**config.mk**
```make
export PLATFORM = sky130hd
export DESIGN_NAME = vec_wb_unit
export DESIGN_NICKNAME = d
export VERILOG_FILES = /design/src/rtl/vec_wb_unit_pkg.sv /design/src/rtl/vec_wb_unit_merge.sv /design/src/rtl/vec_wb_unit.sv
export SDC_FILE = /design/constraint.sdc
export NUM_CORES = 1
export LEC_CHECK = 0
export BUFFER_PORTS_ARGS = -buffer_cell sky130_fd_sc_hd__buf_2
export CAP_MARGIN = 20
export CORE_ASPECT_RATIO = 0.75
export CORE_MARGIN = 1.5
export CORE_UTILIZATION = 50
export CTS_BUF_LIST = sky130_fd_sc_hd__clkbuf_8
export DETAILED_ROUTE_END_ITERATION = 10
export GPL_ROUTABILITY_DRIVEN = 0
export PLACE_DENSITY = 0.8
export SLEW_MARGIN = 10
export SYNTH_ARGS = -nofsm -noshare
export SYNTH_HDL_FRONTEND = slang
export SYNTH_SLANG_ARGS = --single-unit
```
**constraint.sdc**
```tcl
create_clock -name clk -period 2.9 [get_ports clk]
set_clock_uncertainty 0.15 [all_clocks]
set_input_delay 0.145 -clock clk [delete_from_list [all_inputs] [get_ports clk]]
set_output_delay 0.145 -clock clk [all_outputs]
set_load 0.1 [all_outputs]
```
**src/rtl/vec_wb_unit_pkg.sv**
```systemverilog
// vec_pkg: shared types and sizes for the vector register-file writeback unit.
//   VLEN/LANES/NREGS describe the 14 x 48-bit register file (6 x 8-bit lanes).
//   STARVE bounds consecutive MEM grants while an ALU request is waiting.
//   wb_req_t is one latched writeback request; wb_state_e is the writeback FSM.
package vec_pkg;

  localparam int unsigned VLEN   = 48;
  localparam int unsigned LANES  = 6;
  localparam int unsigned NREGS  = 14;
  localparam int unsigned STARVE = 4;

  typedef struct packed {
    logic [3:0]       rd;
    logic [VLEN-1:0]  data;
    logic [LANES-1:0] mask;
  } wb_req_t;

  typedef enum logic [1:0] {
    IDLE  = 2'd0,
    READ  = 2'd1,
    WRITE = 2'd2
  } wb_state_e;

  // True when rd addresses an implemented register.
  function automatic logic reg_legal(input logic [3:0] rd);
    return 32'(rd) < NREGS;
  endfunction

endpackage

```
**src/rtl/vec_wb_unit_merge.sv**
```systemverilog
// wb_lane_merge: combinational per-lane byte merge for read-modify-write.
//   old_i    : current register contents (VLEN)
//   new_i    : incoming write data (VLEN)
//   mask_i   : lane enables, bit i selects new_i bits 8i+7:8i (LANES)
//   merged_o : old_i with the enabled lanes replaced by new_i (VLEN)
module wb_lane_merge
  import vec_pkg::*;
(
  input  logic [VLEN-1:0]  old_i,
  input  logic [VLEN-1:0]  new_i,
  input  logic [LANES-1:0] mask_i,
  output logic [VLEN-1:0]  merged_o
);

  always_comb begin
    merged_o = old_i;
    for (int unsigned i = 0; i < LANES; i++) begin
      if (mask_i[i]) begin
        merged_o[8*i +: 8] = new_i[8*i +: 8];
      end
    end
  end

endmodule

```
**src/rtl/vec_wb_unit.sv**
```systemverilog
// vec_wb_unit: writeback initiator for the 14 x 48-bit vector register file.
//   clk, rst_n            : clock (rising edge), asynchronous active-low reset
//   rf_init               : register file initialising; blocks new accepts
//   alu_* / mem_*         : valid/ready writeback request ports (rd, data, lane mask)
//   rf_we/rf_wa/rf_wd     : registered write port (we3/ra3/wd3)
//   rf_ra / rf_rd         : spare combinational read port used for partial-mask RMW
//   pend_mask             : bit r set while a write to register r is held here
//   err_badreg            : one-cycle pulse after accepting a request with rd >= NREGS
// MEM has priority; after STARVE consecutive MEM grants with ALU waiting, ALU wins once.
module vec_wb_unit
  import vec_pkg::*;
(
  input  logic             clk,
  input  logic             rst_n,
  input  logic             rf_init,
  input  logic             alu_valid,
  output logic             alu_ready,
  input  logic [3:0]       alu_rd,
  input  logic [VLEN-1:0]  alu_data,
  input  logic [LANES-1:0] alu_mask,
  input  logic             mem_valid,
  output logic             mem_ready,
  input  logic [3:0]       mem_rd,
  input  logic [VLEN-1:0]  mem_data,
  input  logic [LANES-1:0] mem_mask,
  output logic             rf_we,
  output logic [3:0]       rf_wa,
  output logic [VLEN-1:0]  rf_wd,
  output logic [3:0]       rf_ra,
  input  logic [VLEN-1:0]  rf_rd,
  output logic [NREGS-1:0] pend_mask,
  output logic             err_badreg
);

  localparam int unsigned SW = $clog2(STARVE + 1);

  wb_state_e        state_q, state_d;
  wb_req_t          req_q, req_d;
  logic [SW-1:0]    starve_q, starve_d;
  logic [NREGS-1:0] pend_q, pend_d;
  logic             we_q, we_d;
  logic [3:0]       wa_q, wa_d;
  logic [VLEN-1:0]  wd_q, wd_d;
  logic             err_q, err_d;

  logic             open_win;
  logic             alu_turn;
  logic             mem_gnt;
  logic             alu_gnt;
  logic             accept;
  logic             new_legal;
  logic             new_writes;
  wb_req_t          new_req;
  logic [VLEN-1:0]  merged;

  wb_lane_merge u_merge (
    .old_i    (rf_rd),
    .new_i    (req_q.data),
    .mask_i   (req_q.mask),
    .merged_o (merged)
  );

  // Arbitration: readies are the grants themselves, so at most one is high.
  // rst_n gates the window so both readies read 0 while reset is held.
  always_comb begin
    open_win = rst_n && !rf_init && ((state_q == IDLE) || (state_q == WRITE));
    alu_turn = 32'(starve_q) >= STARVE;
    mem_gnt  = open_win && mem_valid && !(alu_valid && alu_turn);
    alu_gnt  = open_win && alu_valid && !mem_gnt;
    accept   = mem_gnt || alu_gnt;

    if (mem_gnt) begin
      new_req.rd   = mem_rd;
      new_req.data = mem_data;
      new_req.mask = mem_mask;
    end else begin
      new_req.rd   = alu_rd;
      new_req.data = alu_data;
      new_req.mask = alu_mask;
    end

    new_legal  = reg_legal(new_req.rd);
    new_writes = new_legal && (|new_req.mask);
  end

  always_comb begin
    state_d  = state_q;
    req_d    = req_q;
    starve_d = starve_q;
    pend_d   = pend_q;
    we_d     = 1'b0;
    wa_d     = wa_q;
    wd_d     = wd_q;
    err_d    = 1'b0;

    case (state_q)
      READ: begin
        state_d = WRITE;
        we_d    = 1'b1;
        wa_d    = req_q.rd;
        wd_d    = merged;
      end
      WRITE: begin
        pend_d[wa_q] = 1'b0;
        state_d      = IDLE;
      end
      default: state_d = IDLE;
    endcase

    // Applied after the WRITE clear so a same-cycle set of the same bit wins.
    if (accept) begin
      req_d = new_req;
      err_d = !new_legal;
      if (new_writes) begin
        pend_d[new_req.rd] = 1'b1;
        if (&new_req.mask) begin
          state_d = WRITE;
          we_d    = 1'b1;
          wa_d    = new_req.rd;
          wd_d    = new_req.data;
        end else begin
          state_d = READ;
        end
      end else begin
        state_d = IDLE;
      end
    end

    if (mem_gnt && alu_valid) begin
      starve_d = starve_q + SW'(1);
    end else if (alu_gnt) begin
      starve_d = '0;
    end
  end

  always_ff @(posedge clk or negedge rst_n) begin
    if (!rst_n) begin
      state_q  <= IDLE;
      req_q    <= '0;
      starve_q <= '0;
      pend_q   <= '0;
      we_q     <= 1'b0;
      wa_q     <= '0;
      wd_q     <= '0;
      err_q    <= 1'b0;
    end else begin
      state_q  <= state_d;
      req_q    <= req_d;
      starve_q <= starve_d;
      pend_q   <= pend_d;
      we_q     <= we_d;
      wa_q     <= wa_d;
      wd_q     <= wd_d;
      err_q    <= err_d;
    end
  end

  assign alu_ready  = alu_gnt;
  assign mem_ready  = mem_gnt;
  assign rf_we      = we_q;
  assign rf_wa      = wa_q;
  assign rf_wd      = wd_q;
  assign rf_ra      = req_q.rd;
  assign pend_mask  = pend_q;
  assign err_badreg = err_q;

endmodule

```
# == Yosys cells after proc, flatten, opt, wreduce, memory -nomap -nowiden ==
# Cells that the tools add are included.
# op_classes
n_addsub,1
n_mul,0
div_mod_pow,0
n_lt_le_gt_ge,6
eq_ne,2
shifts,0
n_mux,33
bitwise,3
n_reduce_logical,21
# op_table
cell,count
48-bit 2-to-1 mux,4
58-bit 2-to-1 mux,1
8-bit 2-to-1 mux,6
14-bit 2-to-1 mux,3
4-bit 2-to-1 mux,4
14-bit bitwise AND,1
14-bit inverter,1
14-bit OR,1
1-bit logical AND,11
4-bit by 5-bit less-than comparator with 1-bit output (second input constant),2
1-bit demux with 4-bit select,2
4-bit by 1-bit >= comparator with 1-bit output (second input constant),2
2-bit 2-to-1 mux,4
1-bit 2-to-1 mux,7
3-bit 2-to-1 mux,2
6-bit AND reduction,1
6-bit OR reduction,1
1-bit zero test,4
4-bit less-than comparator (second input constant),1
3-bit by 1-bit adder with 3-bit output (second input constant),1
3-bit >= comparator (second input constant),1
2-bit by 1-bit equality test with 1-bit output (second input constant),1
2-bit equality test (second input constant),1
2-bit zero test,1
other kinds (2),3
# totals
ff_bits,131
latch_bits,0
mem_bits_rw,0
mem_bits_ro,0
input_bits,169
mem_count,0

# == Logic depth before layout (Yosys ltp) ==
# logic_depth
word_depth,13
mapped_depth,7

# == By module ==
# Synthesis repeated with hierarchy kept, for this count alone.
# unflattened
cells_unflattened,605
hier_area_um2,7084.3
# modules_own_cells
mod,n_inst,cells_per_inst,area_each_um2,seq_area_each_um2
vec_wb_unit,1,551,6296.0,3278.1
wb_lane_merge,1,54,788.3,0.0

# == Least setup slack after synthesis ==
# OpenSTA, ideal clock, no wires.
# synth_path
path_type,reg2out
startpoint,register state_q[0]
endpoint,output port alu_ready
t_arrival_ns,2.791
required_time_ns,2.605
path_slack_ns,-0.186
path_stages_with_launch,6
path_cell_list,dfrtp_1 nor3b_4 nand2_1 inv_1 clkbuf_1 nor2_1
# synth_between
elab_chain_cells,7
elab_cells_between_ends,9
classes_between,eq/ne: 1; reduce/logical: 8
# synth_lines
item,line,text
from (decl),vec_wb_unit.sv:37,"wb_state_e state_q, state_d;"
from (signal assigned),vec_wb_unit.sv:147,state_q <= state_d;
2-bit equality test or 2-bit zero test (tied branches),vec_wb_unit.sv:66,open_win = rst_n && !rf_init && ((state_q == IDLE) || (state_q == WRITE));
1-bit logical OR *,vec_wb_unit.sv:66,
1-bit logical AND *,vec_wb_unit.sv:66,
1-bit logical AND * (2 in series),vec_wb_unit.sv:68,mem_gnt = open_win && mem_valid && !(alu_valid && alu_turn);
named net mem_ready,vec_wb_unit.sv:22,"output logic mem_ready,"
1-bit zero test *,vec_wb_unit.sv:69,alu_gnt = open_win && alu_valid && !mem_gnt;
1-bit logical AND *,vec_wb_unit.sv:69,
to (decl),vec_wb_unit.sv:17,"output logic alu_ready,"
# Mark *: on every way through the listed nets, which the timed path passes. The rest lies on a longest branch.

# == Worst setup path in the final report ==
# layout_path
startpoint,input port alu_valid
endpoint,register wd_q[0] (netlist: rf_wd[0])
# layout_between
elab_chain_cells,8
elab_cells_between_ends,15
classes_between,order compare: 1; mux: 4; reduce/logical: 10
# layout_lines
item,line,text
from (decl),vec_wb_unit.sv:16,"input logic alu_valid,"
1-bit logical AND,vec_wb_unit.sv:68,
1-bit zero test,vec_wb_unit.sv:68,
1-bit logical AND,vec_wb_unit.sv:68,
58-bit 2-to-1 mux,vec_wb_unit.sv:72,if (mem_gnt) begin
4-bit less-than comparator (tied with other cells),vec_wb_unit_pkg.sv:26,return 32'(rd) < NREGS;
1-bit logical AND or 48-bit 2-to-1 mux (tied branches),"vec_wb_unit.sv:83, vec_wb_unit.sv:116",
48-bit 2-to-1 mux,vec_wb_unit.sv:114,if (new_writes) begin
48-bit 2-to-1 mux *,vec_wb_unit.sv:111,if (accept) begin
named net wd_d[0],vec_wb_unit.sv:43,"logic [VLEN-1:0] wd_q, wd_d;"
to (signal assigned),vec_wb_unit.sv:153,wd_q <= wd_d;
to (decl),vec_wb_unit.sv:43,
# Marks and branches as above.
# A chain may end at the register's enable or synchronous reset.

==> run metrics <==
status=complete, no violations; Clock Latency Late Sink=~430 ps; CP max stage cell=dlygate4sd3_1; Sinks on Clock Net=~130; Post-Synthesis Cells=around 680; commonest non-fill, non-tap cell in the layout=buf_2; row count=36; GRT Overall Usage=33.6%; min Tclk post-route=2690 ps; Initial DRT Pass Iterations=7; WL final=24.2 mm; post-synthesis cell area=a little under 0.007 sq mm; vias post-DR=7088; Cell Pwr Density=~850 mW/mm^2; #FFs+latches synth=roughly 130; Critical Path Fanout Max=22; Mean Syn Cell Area=a little over 10 sq um; Metal-1 WL=~9.3 mm; cell taking the most area after synthesis=dfrtp_1; clk slew on worst S/H paths=around 70 ps; critical-path cell list=dlygate4sd3_1 > buf_2 > a21boi_1 > buf_4 > nand2_4 > buf_4 > mux2i_1 > dlygate4sd3_1 > mux2i_1; die width=~140 um; first-pass GRT wire length=roughly 38 mm; Netlist cell types=46; Setup crit end kind=flip-flop; routed length on met2=~12 mm; residual DRC count=0; num ports=roughly 240; Hold Slack=20.5 ps; period utilisation layout=between 90 and 100%; Final ANT Viol Nets=0; Die Ht=104 um; synthesized net count=between 800 and 900; Seq pwr share=a little under a third; total congestion overflow=0; Clock Tree Buf Depth=2; WP buf/inv=5; setup TNS=0 ps; Final nets=1242; Clk network pwr share=between 10% and 20%; synthesis-to-layout area growth=49.5%; DR top layer=met4; share of cells above drive strength 1=between 20% and 30%; Worst Hold Class=primary input to flip-flop; Crit Path Class=primary input to flip-flop; drt initial violations=between 600 and 700; Synth top area share=between 40% and 50%; Leak=roughly 0.0051 uW; sw frac=52.2%; DIE AREA=between 0.01 and 0.015 sq mm; EDFF count, synth=0; # diodes=0; unrepaired setup endpoints after global routing=no; Worst Path Arrival=~2800 ps; final setup fails=0; worst-margin pin slew=around 670 ps; clock root cell=clkbuf_8; hpwl dp=13.4 mm; peak supply drop=roughly 0.00076 V; routed length per instance=just under 20 um; Seq/Total Area, Yosys=~48%; Primary FF master, synth=dfrtp_1; Switching Power=~4600 uW; Final Hold Fails=0; Synth async-reset ratio=between 90% and 100%; Max-slew headroom=54.3%; Via density=5.65; Finished Layout Cells=1255; internal power=between 4000 and 5000 uW; dpl cells=between 1000 and 1500; largest net degree at the start of global routing=between 100 and 150; crit-path max cell delay=approximately 660 ps; CTS tree=built; initial core utilization=approximately half; RR Startpoint=starve_q[2]; Worst path top cell family by delay=buffers and inverters; Met3 Wirelength=between 2 and 2.5 mm; Port Buf Inserts=between 200 and 250; Critical Path RT=approximately 3000 ps; Critical Path Start=alu_valid; combinational power share=49.5%; nature of the critical path startpoint=primary input; number of antenna violations at the first check in global routing=0; Synth area leaders=dfrtp_1, mux2i_1, o21ai_0, nand2_1, a21oi_1; max cap viols=0; commonest cells after routing, fill and taps aside=buf_2, dlygate4sd3_1, mux2i_1; Pins Over Slew Limit=0; vias in the first global route=roughly 7400; number of CTS-inserted buffers=17; core area=~0.013 sq mm; CTS H-tree lvls=4; YS warnings=0; HP Start=rf_rd[16]; fmax=approximately 0.37 GHz
-- registers in the layout, summed over array words and instances, names as in the netlist --
| register | flops |
|---|---|
| rf_ra | 4 |
| req_q | 54 |
| starve_q | 3 |
| rf_wa | 4 |
| rf_we | 1 |
| rf_wd | 48 |
| state_q | 2 |
| pend_mask | 14 |
| err_badreg | 1 |
-- cell type report --
type                    instances  area [sq um]
clock inverters                14           190
multi-input cells             496          3280
clock buffers                  17           234
flip-flops and latches        131          3280
inverters                       5          18.8
repair buffers                421          3040
well taps                     171           214
fillers                       852          2940
-- metal layers --
layer	vias up	GRT usage, %
met5	-	0
met4	0	13.5
met3	88	9.02
met2	478	57.1
met1	3326	40.6
li1	3196	-
-- what timing repair did --
| item | in CTS | in global routing |
|---|---|---|
| endpoints found under the hold margin | 241 | 0 |
| resized for setup | 0 | 0 |
| buffers inserted | 0 | 2 |
| hold buffers | 165 | 0 |
| endpoints found under the setup margin | 0 | 4 |
-- final timing paths --
path / to / slack (ps) / cells past startpoint
worst max register to register: rf_wd[0] / 250 / 7
worst min register to register: req_q[48] / 340 / 2
worst max-delay path: rf_wd[0] / 210 / 9
min in group asynchronous: starve_q[0] / 210 / 3
worst min-delay path: rf_wd[16] / 20 / 5
max in group asynchronous: rf_wd[26] / 1850 / 3
-- cell usage after synthesis (all sizes together) (4+ instances only) --
cell type / count
mux2i: 155
dfrtp: 131
nand2: 81
o21ai: 68
nor2: 64
a21oi: 57
clkbuf: 31
buf: 19
o31ai: 15
a31oi: 8
nand2b: 6
inv: 5
nand3: 5
nor4: 5
a211oi: 4
-- kinds of logic after synthesis --
logic type	Yosys count	synth area share, %
DFF	131	47.8
and+or+nand+nor	178	11.4
AOI/OAI and AO/OA	162	13.2
buffers and inverters	55	4.89
adders and majority gates	1	0.182
muxes	155	22.6
-- worst min-delay path, delay by kind of cell --
family,cells,cell delay (ps)
compound gates,1,40
buf+inv,1,70
mux,2,190
simple gates,1,80
-- power by group through the flow --
stage	Sequential, uW	Combinational (uW)	Clock, uW
after floorplan	4990	944	0
after global placement	2720	3970	0
after detailed placement	2740	4020	0
after CTS	2710	4230	1690
after global routing	2800	4490	1770
final	2750	4330	1670
-- through the flow --
step                instance area, sq um  util, %  total power [uW]  worst slack [ps]
floorplan                           6860        -              5930               124
global placement                    8170     61.9              6690               539
detailed placement                  8170     61.9              6750               433
CTS                                10200     77.6              8630               211
global route                       10300     77.7              9060               185
finish                             10300     77.7              8750               213
(Power assumes the default switching activity.)
